## src/rtl/command_frame_decoder.sv

```systemverilog
// Byte-stream command frame decoder driving per-pipeline write/update/alloc/reset strobes.
// Define CMD_CHECKSUM_EN to require a trailing XOR checksum byte on every frame.
module command_frame_decoder #(
    parameter int unsigned N_PIPELINES    = 2,
    parameter int unsigned N_BLOCKS       = 32,
    parameter int unsigned REG_ADDR_WIDTH = 4,
    parameter int unsigned DATA_WIDTH     = 16,
    parameter int unsigned INSTR_WIDTH    = 32,
    parameter int unsigned TIMEOUT_CYCLES = 1000000,
    localparam int unsigned BLK_W         = (N_BLOCKS > 1) ? $clog2(N_BLOCKS) : 1
) (
    input  logic                      clk,
    input  logic                      reset,
    input  logic [7:0]                in_byte,
    input  logic                      in_valid,
    output logic                      in_ready,
    output logic [BLK_W-1:0]          block_target,
    output logic [REG_ADDR_WIDTH-1:0] reg_target,
    output logic [INSTR_WIDTH-1:0]    instr_out,
    output logic [DATA_WIDTH-1:0]     data_out,
    output logic [N_PIPELINES-1:0]    instr_write,
    output logic [N_PIPELINES-1:0]    reg_write,
    output logic [N_PIPELINES-1:0]    reg_update,
    output logic [N_PIPELINES-1:0]    alloc_delay,
    output logic [N_PIPELINES-1:0]    pipeline_reset,
    output logic                      swap_req,
    input  logic                      swap_busy,
    output logic                      status_valid,
    output logic [2:0]                status_code,
    output logic                      busy
);

`ifdef CMD_CHECKSUM_EN
    localparam bit CSUM_EN = 1'b1;
`else
    localparam bit CSUM_EN = 1'b0;
`endif

    localparam int unsigned DATA_BYTES  = DATA_WIDTH / 8;
    localparam int unsigned INSTR_BYTES = INSTR_WIDTH / 8;
    localparam int unsigned MAX_BYTES   = (DATA_BYTES > INSTR_BYTES) ? DATA_BYTES : INSTR_BYTES;
    localparam int unsigned CNT_W       = $clog2(MAX_BYTES + 1);
    localparam int unsigned TMR_W       = (TIMEOUT_CYCLES > 1) ? $clog2(TIMEOUT_CYCLES) : 1;
    localparam int unsigned TMO_LAST    = (TIMEOUT_CYCLES == 0) ? 0 : TIMEOUT_CYCLES - 1;

    localparam logic [3:0] CMD_WRITE_INSTR = 4'd1;
    localparam logic [3:0] CMD_WRITE_REG   = 4'd2;
    localparam logic [3:0] CMD_UPDATE_REG  = 4'd3;
    localparam logic [3:0] CMD_ALLOC_DELAY = 4'd4;
    localparam logic [3:0] CMD_SWAP        = 4'd5;
    localparam logic [3:0] CMD_RESET_PIPE  = 4'd6;

    localparam logic [2:0] STS_OK           = 3'd0;
    localparam logic [2:0] STS_BAD_OPCODE   = 3'd1;
    localparam logic [2:0] STS_BAD_PIPELINE = 3'd2;
    localparam logic [2:0] STS_BAD_CHECKSUM = 3'd3;
    localparam logic [2:0] STS_TIMEOUT      = 3'd4;
    localparam logic [2:0] STS_BAD_TARGET   = 3'd5;

    typedef enum logic [2:0] {
        ST_IDLE, ST_GET_BLOCK, ST_GET_REG, ST_GET_DATA,
        ST_GET_INSTR, ST_GET_CSUM, ST_EXEC, ST_SWAP_WAIT
    } state_t;

    state_t                    state_q, state_d;
    logic [3:0]                cmd_q, cmd_d;
    logic [3:0]                pipe_q, pipe_d;
    logic                      pipe_err_q, pipe_err_d;
    logic                      tgt_err_q, tgt_err_d;
    logic [CNT_W-1:0]          cnt_q, cnt_d;
    logic [7:0]                csum_q, csum_d;
    logic [TMR_W-1:0]          tmr_q, tmr_d;
    logic                      seen_busy_q, seen_busy_d;
    logic [BLK_W-1:0]          block_q, block_d;
    logic [REG_ADDR_WIDTH-1:0] reg_q, reg_d;
    logic [DATA_WIDTH-1:0]     data_q, data_d;
    logic [INSTR_WIDTH-1:0]    instr_q, instr_d;
    logic [N_PIPELINES-1:0]    iw_q, iw_d, rw_q, rw_d, ru_q, ru_d, ad_q, ad_d, pr_q, pr_d;
    logic                      swap_req_q, swap_req_d;
    logic                      status_valid_q, status_valid_d;
    logic [2:0]                status_code_q, status_code_d;
    logic                      in_ready_q, in_ready_d;
    logic                      busy_q, busy_d;

    logic                      accept;
    logic                      last_byte;
    logic                      csum_bad;
    logic                      tick;
    logic                      is_get;
    logic [N_PIPELINES-1:0]    sel;

    assign accept = in_valid && in_ready_q;

    // Next-state, field capture and strobe generation
    always_comb begin
        state_d        = state_q;
        cmd_d          = cmd_q;
        pipe_d         = pipe_q;
        pipe_err_d     = pipe_err_q;
        tgt_err_d      = tgt_err_q;
        cnt_d          = cnt_q;
        csum_d         = csum_q;
        tmr_d          = tmr_q;
        seen_busy_d    = seen_busy_q;
        block_d        = block_q;
        reg_d          = reg_q;
        data_d         = data_q;
        instr_d        = instr_q;
        iw_d           = '0;
        rw_d           = '0;
        ru_d           = '0;
        ad_d           = '0;
        pr_d           = '0;
        swap_req_d     = 1'b0;
        status_valid_d = 1'b0;
        status_code_d  = STS_OK;
        last_byte      = 1'b0;
        csum_bad       = 1'b0;
        tick           = 1'b0;
        sel            = '0;
        is_get         = state_q inside {ST_GET_BLOCK, ST_GET_REG, ST_GET_DATA,
                                         ST_GET_INSTR, ST_GET_CSUM};

        case (state_q)
            ST_IDLE: begin
                if (accept) begin
                    cmd_d      = in_byte[7:4];
                    pipe_d     = in_byte[3:0];
                    pipe_err_d = 32'(in_byte[3:0]) >= N_PIPELINES;
                    tgt_err_d  = 1'b0;
                    cnt_d      = '0;
                    csum_d     = in_byte;
                    case (in_byte[7:4])
                        CMD_WRITE_INSTR, CMD_WRITE_REG, CMD_UPDATE_REG: state_d = ST_GET_BLOCK;
                        CMD_ALLOC_DELAY:                                state_d = ST_GET_DATA;
                        CMD_SWAP, CMD_RESET_PIPE:                       last_byte = 1'b1;
                        default: begin
                            status_valid_d = 1'b1;
                            status_code_d  = STS_BAD_OPCODE;
                        end
                    endcase
                end
            end
            ST_GET_BLOCK: begin
                if (accept) begin
                    block_d   = BLK_W'(in_byte);
                    tgt_err_d = 32'(in_byte) >= N_BLOCKS;
                    state_d   = (cmd_q == CMD_WRITE_INSTR) ? ST_GET_INSTR : ST_GET_REG;
                end
            end
            ST_GET_REG: begin
                if (accept) begin
                    reg_d   = REG_ADDR_WIDTH'(in_byte);
                    state_d = ST_GET_DATA;
                end
            end
            ST_GET_DATA: begin
                if (accept) begin
                    data_d    = DATA_WIDTH'({data_q, in_byte});
                    cnt_d     = cnt_q + 1'b1;
                    last_byte = (cnt_q == CNT_W'(DATA_BYTES - 1));
                end
            end
            ST_GET_INSTR: begin
                if (accept) begin
                    instr_d   = INSTR_WIDTH'({instr_q, in_byte});
                    cnt_d     = cnt_q + 1'b1;
                    last_byte = (cnt_q == CNT_W'(INSTR_BYTES - 1));
                end
            end
            ST_GET_CSUM: begin
                if (accept) begin
                    last_byte = 1'b1;
                    csum_bad  = (csum_q ^ in_byte) != 8'h00;
                end
            end
            ST_EXEC: begin
                state_d     = swap_req_q ? ST_SWAP_WAIT : ST_IDLE;
                seen_busy_d = 1'b0;
            end
            ST_SWAP_WAIT: begin
                if (!seen_busy_q) begin
                    if (swap_busy) seen_busy_d = 1'b1;
                    else           tick = 1'b1;
                end else if (!swap_busy) begin
                    state_d        = ST_IDLE;
                    status_valid_d = 1'b1;
                    status_code_d  = STS_OK;
                end
            end
            default: state_d = ST_IDLE;
        endcase

        if (is_get) begin
            tick = !accept;
            if (accept) csum_d = csum_q ^ in_byte;
        end

        // Frame complete: either collect the checksum byte or execute
        if (last_byte) begin
            if (CSUM_EN && state_q != ST_GET_CSUM) begin
                state_d = ST_GET_CSUM;
            end else begin
                state_d        = ST_EXEC;
                status_valid_d = 1'b1;
                sel            = N_PIPELINES'(1) << pipe_d;
                if (csum_bad) begin
                    status_code_d = STS_BAD_CHECKSUM;
                end else if (cmd_d == CMD_SWAP) begin
                    swap_req_d     = 1'b1;
                    status_valid_d = 1'b0;
                end else if (pipe_err_d) begin
                    status_code_d = STS_BAD_PIPELINE;
                end else if (tgt_err_d) begin
                    status_code_d = STS_BAD_TARGET;
                end else begin
                    case (cmd_d)
                        CMD_WRITE_INSTR: iw_d = sel;
                        CMD_WRITE_REG:   rw_d = sel;
                        CMD_UPDATE_REG:  ru_d = sel;
                        CMD_ALLOC_DELAY: ad_d = sel;
                        CMD_RESET_PIPE:  pr_d = sel;
                        default:         ;
                    endcase
                end
            end
        end

        if (tick && TIMEOUT_CYCLES != 0 && tmr_q == TMR_W'(TMO_LAST)) begin
            state_d        = ST_IDLE;
            status_valid_d = 1'b1;
            status_code_d  = STS_TIMEOUT;
        end

        if (accept || state_d != state_q) tmr_d = '0;
        else if (tick)                     tmr_d = tmr_q + 1'b1;

        in_ready_d = state_d inside {ST_IDLE, ST_GET_BLOCK, ST_GET_REG, ST_GET_DATA,
                                     ST_GET_INSTR, ST_GET_CSUM};
        busy_d     = state_d != ST_IDLE;
    end

    always_ff @(posedge clk) begin
        if (reset) begin
            state_q        <= ST_IDLE;
            cmd_q          <= '0;
            pipe_q         <= '0;
            pipe_err_q     <= 1'b0;
            tgt_err_q      <= 1'b0;
            cnt_q          <= '0;
            csum_q         <= '0;
            tmr_q          <= '0;
            seen_busy_q    <= 1'b0;
            block_q        <= '0;
            reg_q          <= '0;
            data_q         <= '0;
            instr_q        <= '0;
            iw_q           <= '0;
            rw_q           <= '0;
            ru_q           <= '0;
            ad_q           <= '0;
            pr_q           <= '0;
            swap_req_q     <= 1'b0;
            status_valid_q <= 1'b0;
            status_code_q  <= '0;
            in_ready_q     <= 1'b0;
            busy_q         <= 1'b0;
        end else begin
            state_q        <= state_d;
            cmd_q          <= cmd_d;
            pipe_q         <= pipe_d;
            pipe_err_q     <= pipe_err_d;
            tgt_err_q      <= tgt_err_d;
            cnt_q          <= cnt_d;
            csum_q         <= csum_d;
            tmr_q          <= tmr_d;
            seen_busy_q    <= seen_busy_d;
            block_q        <= block_d;
            reg_q          <= reg_d;
            data_q         <= data_d;
            instr_q        <= instr_d;
            iw_q           <= iw_d;
            rw_q           <= rw_d;
            ru_q           <= ru_d;
            ad_q           <= ad_d;
            pr_q           <= pr_d;
            swap_req_q     <= swap_req_d;
            status_valid_q <= status_valid_d;
            status_code_q  <= status_code_d;
            in_ready_q     <= in_ready_d;
            busy_q         <= busy_d;
        end
    end

    assign in_ready       = in_ready_q;
    assign block_target   = block_q;
    assign reg_target     = reg_q;
    assign instr_out      = instr_q;
    assign data_out       = data_q;
    assign instr_write    = iw_q;
    assign reg_write      = rw_q;
    assign reg_update     = ru_q;
    assign alloc_delay    = ad_q;
    assign pipeline_reset = pr_q;
    assign swap_req       = swap_req_q;
    assign status_valid   = status_valid_q;
    assign status_code    = status_code_q;
    assign busy           = busy_q;

endmodule

```

## config.mk

```make
export PLATFORM = sky130hd
export DESIGN_NAME = command_frame_decoder
export DESIGN_NICKNAME = d
export VERILOG_FILES = /design/src/rtl/command_frame_decoder.sv
export SDC_FILE = /design/constraint.sdc
export NUM_CORES = 1
export LEC_CHECK = 0
export ABC_AREA = 1
export BUFFER_PORTS_ARGS = -buffer_cell sky130_fd_sc_hd__buf_4
export CORE_ASPECT_RATIO = 0.7
export CORE_MARGIN = 1
export CORE_UTILIZATION = 24
export CTS_BUF_LIST = sky130_fd_sc_hd__clkbuf_4 sky130_fd_sc_hd__clkbuf_8
export CTS_CLUSTER_DIAMETER = 60
export DETAILED_ROUTE_END_ITERATION = 8
export PLACE_DENSITY_LB_ADDON = 0.08
export SLEW_MARGIN = 20
export SYNTH_ARGS = -nofsm -noshare
export SYNTH_HDL_FRONTEND = slang
export SYNTH_SLANG_ARGS = --single-unit
```

## constraint.sdc

```tcl
create_clock -name clk -period 2.23 [get_ports clk]
set_input_delay 0.223 -clock clk [delete_from_list [all_inputs] [get_ports clk]]
set_output_delay 0.223 -clock clk [all_outputs]
set_load 0.05 [all_outputs]
```

Word-level counts from Yosys, hierarchy flattened
Index checks and enable logic that the tools add are counted.
Widths: inputs -> output; s select.
- latch bits: 0
- output and inout port bits: 74
- bits in read-only memories: 0
- memories kept: 0
- RAM bits: 0
- register bits: 119
- input port bits: 12
- shift operators: 1
- reductions and logical operators: 29
- equality and inequality tests: 31
- divide/modulo/power cells: 0
- order comparisons: 2
- add/subtract/negate cells: 2
- multipliers: 0
- bitwise gates (word level): 7
- multiplexer cells: 60
- operators with widths (cell ; number):
    $mux 3 ; 17
    $reduce_or 7->1 ; 5
    $mux 8 ; 4
    $mux 1 ; 28
    $eq 4x3->1 const B ; 6
    $add 20x1->20 const B ; 1
    $eq 20x20->1 const B ; 1
    $eq 3x3->1 const B ; 6
    $eq 4x2->1 const B ; 4
    $mux 4 ; 4
    $eq 3x2->1 const B ; 5
    $pmux 3 s5 ; 1
    $eq 4x1->1 const B ; 3
    $pmux 3 s2 ; 2
    $eq 3x1->1 const B ; 3
    $ge 8x6->1 const B ; 1
    $reduce_and 2->1 ; 4
    $reduce_bool 8->1 ; 1
    $reduce_or 2->1 ; 4
    $xor 8x8->8 ; 1
    $logic_not 3->1 ; 2
    $not 1->1 ; 6
    $pmux 1 s2 ; 3
    $reduce_bool 6->1 ; 1
    other kinds (16) ; 19

Depth between registers and ports, before layout
Gate-level depths: netlist of the first run.
- depth after elaboration: 11
- gate-level depth with buffers: 14

Worst setup path after synthesis of the first run
OpenSTA, ideal clock, no wires.
- kind: flip-flop to flip-flop
- from: register in_ready_q, in the netlist in_ready
- to: register tmr_q[14]
- stages on the path, launching flop included: 13
- buffers on the path: 1
- arrival time: 1.910 ns
- path slack: 0.204 ns
- clock period less this slack: 2.026 ns
- cells stage by stage: dfxtp_1 > nand2_2 > inv_2 > nand3_1 > nand3_1 > nand3_2 > nand2_2 > nor2_1 > nand3_1 > nand2_1 > nand3_1 > buf_6 > nor2_2
- longest elaborated chain between the ends: 8
- elaborated cells between the ends (all ways): 18
- classes of those cells: eq/ne (1); mux (12); reduce/logical (5)
- RTL lines (element ; RTL line ; text):
    start: declaration ; 82 ; logic in_ready_q, in_ready_d;
    start signal: assignment ; 290 ; in_ready_q <= in_ready_d;
    $logic_and 1x1->1 * ; 92 ; assign accept = in_valid && in_ready_q;
    $mux 3, or another cell as far along ; 152 ; if (accept) begin
    $pmux 3 s5, or another cell as far along ; 124 ; case (state_q)
    $mux 3 or $logic_and 1x1->1 (tied branches) ; 200, 229 ;
    $mux 3 ; 229 ; if (tick && TIMEOUT_CYCLES != 0 && tmr_q == TMR_W'(TMO_LAST)) begin
    $ne 3x3->1 ; 235 ; if (accept || state_d != state_q) tmr_d = '0;
    $logic_or 1x1->1 ; 235 ;
    $reduce_or 2->1 (no line) ; -- ;
    end signal: assignment ; 276 ; tmr_q <= tmr_d;
    end: declaration ; 72 ; logic [TMR_W-1:0] tmr_q, tmr_d;
Every way passes the cells marked *; elsewhere a longest branch is shown, timed or not.
A chain may end at the register's enable or synchronous reset.

Worst setup path in the final report of the first run
- from: register state_q[0]
- to: register tmr_q[11]
- longest elaborated chain between the ends: 8
- elaborated cells between the ends (all ways): 25
- classes of those cells: eq/ne (8); mux (12); reduce/logical (5)
- RTL lines (element ; RTL line ; text):
    start: declaration ; 65 ; state_t state_q, state_d;
    start signal: assignment ; 269 ; state_q <= state_d;
    $pmux 3 s2, or another cell as far along ; 133 ; case (in_byte[7:4])
    $mux 3, or another cell as far along ; 126 ; if (accept) begin
    $pmux 3 s5 or $mux 1 (tied branches) ; 124, 194 ;
    $mux 3 or $logic_and 1x1->1 (tied branches) ; 200, 229 ;
    $mux 3 ; 229 ;
    $ne 3x3->1 ; 235 ;
    $logic_or 1x1->1 ; 235 ;
    $reduce_or 2->1 (no line) ; -- ;
Parallel ways exist; a longest one is shown, timed or not.

==> results.sh, run 1 <==
export IMPL_post_dp_cell_area_sq_um=6420
export IMPL_setup_violations_final=0
export IMPL_root_buffer="clkbuf_8"
export IMPL_cts_hold_buffers=0
export IMPL_grt_max_degree=66
export IMPL_diodes=0
export IMPL_grt_pass1_wl_um=24300
export IMPL_p_per_area_nw_per_um2=721
export IMPL_rsz0062_at_grt="false"
export IMPL_clk_latency_ps=450
export IMPL_intPower_mw=3.61
export IMPL_p_leak_nw=2.88
export IMPL_yosysSeqAreaShare=0.446
export IMPL_critPathCaptureType="register"
export IMPL_layout_drive_gt1_share=0.243
export IMPL_htreeDepth=4
export IMPL_dieWidth_um=180
export IMPL_seqPwrFrac=0.444
export IMPL_max_freq_mhz=494
export IMPL_clock_skew_ps=18.7
export IMPL_wl_per_cell_um=13.3
export IMPL_worstPathRequired_ps=2610
export IMPL_design_area_sq_um=6900
export IMPL_synth_common_cells="dfxtp_1 (119), nand2_1 (107), inv_1 (96)"
export IMPL_synth_seq_cells=119
export IMPL_yosysMostFrequentCell="dfxtp_1"
export IMPL_critPathArrivalTime_ps=2400
export IMPL_cts_tree="yes"
export IMPL_netlist_instances=717
export IMPL_antenna_found_initial=0
export IMPL_synth_area_top_cells="dfxtp_1 (45%), nand2_1 (7.5%), inv_1 (6.8%), nor2_1 (6.3%), o21ai_0 (6.2%)"
export IMPL_met3_length_um=715
export IMPL_holdPathStages=2
export IMPL_p_sw_frac=0.274
export IMPL_rows=45
export IMPL_crit_fanout=20
export IMPL_met1_length_um=7430
export IMPL_yosysTopAreaCellShare=0.446
export IMPL_port_buffers=85
export IMPL_clk_transition_reported_paths_ps=80
export IMPL_drt_iter0_markers=398
export IMPL_synthDistinctLibCells=37
export IMPL_gp_routability_congestion=0.842
export IMPL_crit_path_start_kind="register"
export IMPL_die_area_sq_um=22800
export IMPL_slew_headroom=0.624
export IMPL_synth_main_ff_cell="dfxtp_1"
export IMPL_totalWireLength_um=14900
export IMPL_clkPwrFrac=0.432
export IMPL_cpMaxStageDelayCell="dfxtp_1"
export IMPL_clock_sinks=119
export IMPL_ff2ff_path_depth=10
export IMPL_final_hold_viol_count=0
export IMPL_cts_made_buffers=17
export IMPL_cts_resized=0
export IMPL_synth_edf_count=0
export IMPL_path_cells="buf_4 -> nand3_1 -> a21oi_1 -> nand4_1 -> o21ai_2 -> nand2_1 -> nand2_1 -> nand3_1 -> buf_12 -> nor2_2"
export IMPL_core_sq_um=21700
export IMPL_nNetsFinal=836
export IMPL_p_comb_frac=0.124
export IMPL_area_delta_synth_final_pct=29.2
export IMPL_switchingPower_mw=1.36
export IMPL_drt_drc_violations_left=0
export IMPL_fin_tns_setup_ps=0
export IMPL_dieHeight_um=127
export IMPL_overflow=0
export IMPL_hp_class="input port to register"
export IMPL_vdd_ir_drop_max_v=0.000331
export IMPL_ios=86
export IMPL_syn_mean_instance_area_sq_um=7.44
export IMPL_viasPerCell=4.31
export IMPL_finalCriticalPeriod_ps=2020
export IMPL_cap_violations=0
export IMPL_hpwl_um=10800
export IMPL_slew_viol_final=0
export IMPL_grt_pass1_vias=4728
export IMPL_yosys_area_top_type="dfxtp_1"
export IMPL_grt_total_usage=0.136
export IMPL_wl_met2_um=6600
export IMPL_initial_core_util=0.246
export IMPL_p_total_mw=4.97
export IMPL_cts_buffer_depth=2
export IMPL_async_flop_share=0
export IMPL_num_vias=4813
export IMPL_first_pass_iters=7
export IMPL_maxUsedRoutingLayer="met4"
export IMPL_postCtsSetupRepairBufs=0
export IMPL_tightestPinTransition_ps=564
export IMPL_outcome="complete, no violations"
export IMPL_yosysWarnings=0
export IMPL_critPathKind="register to register"
export IMPL_synthesis_nets=731
export IMPL_drtAntennaViolNets=0
export IMPL_fin_crit_sh=0.907
export IMPL_syn_area_sq_um=5340
export IMPL_slowest_delay_ps=550
==> layout make-up <==
| class | count | area [sq um] |
|---|---|---|
| clock buffer | 21 | 289 |
| clock inverter | 11 | 145 |
| fill | 2323 | 14800 |
| inverter | 105 | 394 |
| multi-input combinational | 466 | 2410 |
| sequential | 119 | 2380 |
| tap | 282 | 353 |
| timing repair buffer | 113 | 923 |
==> power by group through the flow <==
stage	clock network [mW]	logic (mW)	registers, mW
floorplan	0	0.357	2.31
global placement	0	0.603	2.25
detailed placement	0	0.605	2.26
CTS	2.24	0.607	2.21
global route	2.33	0.682	2.21
finish	2.15	0.617	2.21
==> flip-flops by register name, indices dropped and copies added, names as in the netlist, 2 cells and up <==
signal	flops
instr_out	32
tmr_q	20
data_out	16
csum_q	8
block_target	5
cmd_q	4
pipe_q	4
reg_target	4
cnt_q	3
state_q	3
status_code	3
alloc_delay	2
instr_write	2
pipeline_reset	2
reg_update	2
reg_write	2
==> layer usage <==
| metal | vias to the layer above | track usage |
|---|---|---|
| li1 | 2496 | - |
| met1 | 2211 | 0.181 |
| met2 | 97 | 0.211 |
| met3 | 9 | 0.0388 |
| met4 | 0 | 0.0458 |
| met5 | - | 0 |
==> path summary, 6_finish.rpt <==
path | from | to | slack (ps)
worst min register to register | instr_out[28] | instr_out[28] | 450
worst min-delay path | reset | status_code[2] | 120
worst max register to register | state_q[0] | tmr_q[11] | 210
worst max-delay path | state_q[0] | tmr_q[11] | 210
==> cells by family (layout without fill, tap and decap cells) <==
| family | Yosys count | after routing | share of synthesized area |
|---|---|---|---|
| and+or+nand+nor | 287 | 287 | 0.252 |
| adders and majority gates | 2 | 2 | 0.00469 |
| AOI/OAI and AO/OA | 152 | 152 | 0.152 |
| buffers and inverters | 132 | 250 | 0.103 |
| DFF | 119 | 119 | 0.446 |
| xor gates and xnor gates | 25 | 25 | 0.0410 |
==> worst max-delay path, delay by kind of cell (launching register included) <==
kind / cells / cell delay, ps
flops: 1 / 550
compound gates: 2 / 440
simple gates: 6 / 570
buf+inv: 2 / 390
==> cell usage in the layout (no fill, tap or decap), types with 3 or more instances in the layout <==
master      synthesis  layout
a31oi_1             5       5
clkinv_2            0       3
buf_4               1     107
inv_1              96      96
bufinv_16           0       3
nor2_1             89      89
xnor2_1            11      11
nor2_2             21      21
nand4_1             9       9
o21ai_0            66      66
nand2_1           107     107
o21ai_1             7       7
o21ai_2             6       6
nor2_4              5       5
nand2_2             6       6
buf_12              0       6
dfxtp_1           119     119
nand3_1            32      31
clkbuf_8            0      21
xor2_1             14      14
nor3_1              8       8
nand3_2             2       3
o21a_1              4       4
a21oi_1            59      59
inv_2               9       9
clkinvlp_4          0       3
==> through the flow <==
step,cells,worst slack [ps],hold slack [ps],util
floorplan,717,204,306,-
global placement,1081,167,433,0.295
detailed placement,1081,111,439,0.295
CTS,1113,95.6,83.5,0.315
global route,1117,17.4,100,0.317
finish,1117,208,122,0.317
Note: power is estimated with default switching activity, not from simulation.
==> inputs of run 2 (changes only) <==
--- a/config.mk
+++ b/config.mk
@@ -9,11 +9,11 @@
 export BUFFER_PORTS_ARGS = -buffer_cell sky130_fd_sc_hd__buf_4
 export CORE_ASPECT_RATIO = 0.7
 export CORE_MARGIN = 1
-export CORE_UTILIZATION = 24
+export CORE_UTILIZATION = 35
 export CTS_BUF_LIST = sky130_fd_sc_hd__clkbuf_4 sky130_fd_sc_hd__clkbuf_8
 export CTS_CLUSTER_DIAMETER = 60
 export DETAILED_ROUTE_END_ITERATION = 8
-export PLACE_DENSITY_LB_ADDON = 0.08
+export PLACE_DENSITY_LB_ADDON = 0.25
 export SLEW_MARGIN = 20
 export SYNTH_ARGS = -nofsm -noshare
 export SYNTH_HDL_FRONTEND = slang
==> run 2 against run 1 <==
Maximum frequency rose by 2.6%. Cell count shrank 8.5%. Clock power decreased by 7%. Clock skew is 4.8 ps lower. Core utilization is 13 points higher. Die area fell by 31%. Via count decreased by 4.6%. Sequential power is essentially flat. First-iteration DRC count fell by 27%. Wire length down 13%. Cell area is 3.8% lower. Critical endpoint is now status_code[0]. Largest power group unchanged.
==> results.sh, run 2 (same netlist as run 1, synthesis figures left out) <==
export IMPL_crit_path_start_kind="register"
export IMPL_cap_violations=0
export IMPL_critPathKind="register to register"
export IMPL_slew_viol_final=0
export IMPL_grt_total_usage=0.173
export IMPL_drtAntennaViolNets=0
export IMPL_first_pass_iters=4
export IMPL_tightestPinTransition_ps=548
export IMPL_worstPathRequired_ps=2550
export IMPL_nNetsFinal=828
export IMPL_clock_skew_ps=13.9
export IMPL_root_buffer="clkbuf_8"
export IMPL_fin_crit_sh=0.884
export IMPL_finalCriticalPeriod_ps=1970
export IMPL_cts_buffer_depth=2
export IMPL_critPathCaptureType="register"
export IMPL_drt_drc_violations_left=0
export IMPL_fin_tns_setup_ps=0
export IMPL_dieHeight_um=105
export IMPL_htreeDepth=4
export IMPL_clk_transition_reported_paths_ps=70
export IMPL_hold_start="in_byte[7]"
export IMPL_rsz0062_at_grt="false"
export IMPL_num_vias=4591
export IMPL_cts_hold_buffers=0
export IMPL_final_util=0.448
export IMPL_viasPerCell=4.49
export IMPL_outcome="complete, no violations"
export IMPL_grt_pass1_wl_um=21200
export IMPL_antenna_found_initial=0
export IMPL_critPathArrivalTime_ps=2290
export IMPL_core_sq_um=14800
export IMPL_clock_sinks=119
export IMPL_worst_r2r_setup_slack_ps=260
export IMPL_totalWireLength_um=12900
export IMPL_gp_routability_congestion=0.855
export IMPL_mostFrequentLayoutCells="dfxtp_1 (117), nand2_1 (107), buf_4 (104), inv_1 (95), nor2_1 (89)"
export IMPL_holdPathStages=3
export IMPL_ff2ff_path_depth=13
export IMPL_diodes=0
export IMPL_dieWidth_um=150
export IMPL_regToRegEndpoint="status_code[0]"
export IMPL_crit_fanout=10
export IMPL_layout_cells_non_filler=1022
export IMPL_setup_ws_ps=258
export IMPL_port_buffers=85
export IMPL_clk_latency_ps=430
export IMPL_die_area_sq_um=15800
export IMPL_p_leak_nw=2.81
export IMPL_area_delta_synth_final_pct=24.3
export IMPL_layout_cells_most_common="dfxtp_1"
export IMPL_hold_end="data_out[7]"
export IMPL_hpwl_um=9260
export IMPL_place_ws_ps=108
export IMPL_hp_class="input port to register"
export IMPL_cts_tree="yes"
export IMPL_grt_pass1_vias=4170
export IMPL_drt_iter0_markers=291
export IMPL_ios=86
export IMPL_layout_drive_gt1_share=0.238
export IMPL_max_freq_mhz=507
export IMPL_reg2reg_from="state_q[1]"
export IMPL_initial_core_util=0.360
export IMPL_final_hold_viol_count=0
export IMPL_slew_headroom=0.635
export IMPL_fillerInstances=1540
export IMPL_wl_per_cell_um=12.6
export IMPL_vdd_ir_drop_max_v=0.000349
export IMPL_overflow=0
export IMPL_setup_violations_final=0
export IMPL_largest_reg_flops=32
export IMPL_placed_cells=987
export IMPL_p_per_area_nw_per_um2=718
export IMPL_grt_max_degree=66
export IMPL_cts_made_buffers=17
export IMPL_rows=37
-- run 2: layer usage --
layer | part of all wire | up-vias | global-route usage
li1 | - | 2479 | -
met1 | 0.55 | 2026 | 0.258
met2 | 0.40 | 82 | 0.243
met3 | 0.043 | 4 | 0.0450
met4 | 0.0059 | 0 | 0.0415
met5 | 0 | - | 0
-- run 2: how the worst max path moves through the flow --
stage,from,end,slack (ps)
2_1_floorplan,in_ready,tmr_q[14],200
3_3_place_gp,state_q[1],tmr_q[15],140
3_5_place_dp,state_q[1],tmr_q[17],110
4_1_cts,state_q[1],tmr_q[15],110
5_1_grt,state_q[1],status_code[0],60
6_report,state_q[1],status_code[0],260
-- run 2: layout make-up --
| class | instances | area [sq um] | area share |
|---|---|---|---|
| clock inverter | 15 | 168 | 0.0253 |
| sequential | 119 | 2380 | 0.359 |
| timing repair buffer | 105 | 801 | 0.121 |
| multi-input combinational | 466 | 2410 | 0.363 |
| clock buffer | 17 | 234 | 0.0353 |
| inverter | 105 | 394 | 0.0594 |
| tap | 195 | 244 | 0.0368 |
-- run 2: report_power, final --
group | switching, mW | internal (mW) | total, mW
logic | 0.380 | 0.188 | 0.568
registers | 0.0375 | 2.17 | 2.21
clock network | 0.969 | 1.02 | 1.99
total | 1.39 | 3.38 | 4.76
-- run 2: what timing repair did --
action	CTS	global route
endpoints found under the setup margin	0	27
setup buffers	0	3
resized for setup	0	2
-- run 2: worst max-delay path, cell delays in order, from the launching register on --
cell	delay, ps
dfxtp_2	400
nor2_8	190
nand2_4	70
nor2_4	210
buf_4	230
nand2_1	100
o21ai_2	100
inv_2	70
nor2_1	80
nand2_1	100
nand3_1	110
nand2_1	60
nand2_1	70
a21oi_1	50
-- run 2: stage by stage --
step           hold WS (ps)  cell area [sq um]  power (mW)
2_1_floorplan           306               5340        2.66
3_3_place_gp            437               6210        2.82
3_5_place_dp            438               6210        2.82
4_1_cts                 109               6610        4.81
5_1_grt                 111               6630        4.99
6_report                133               6630        4.76
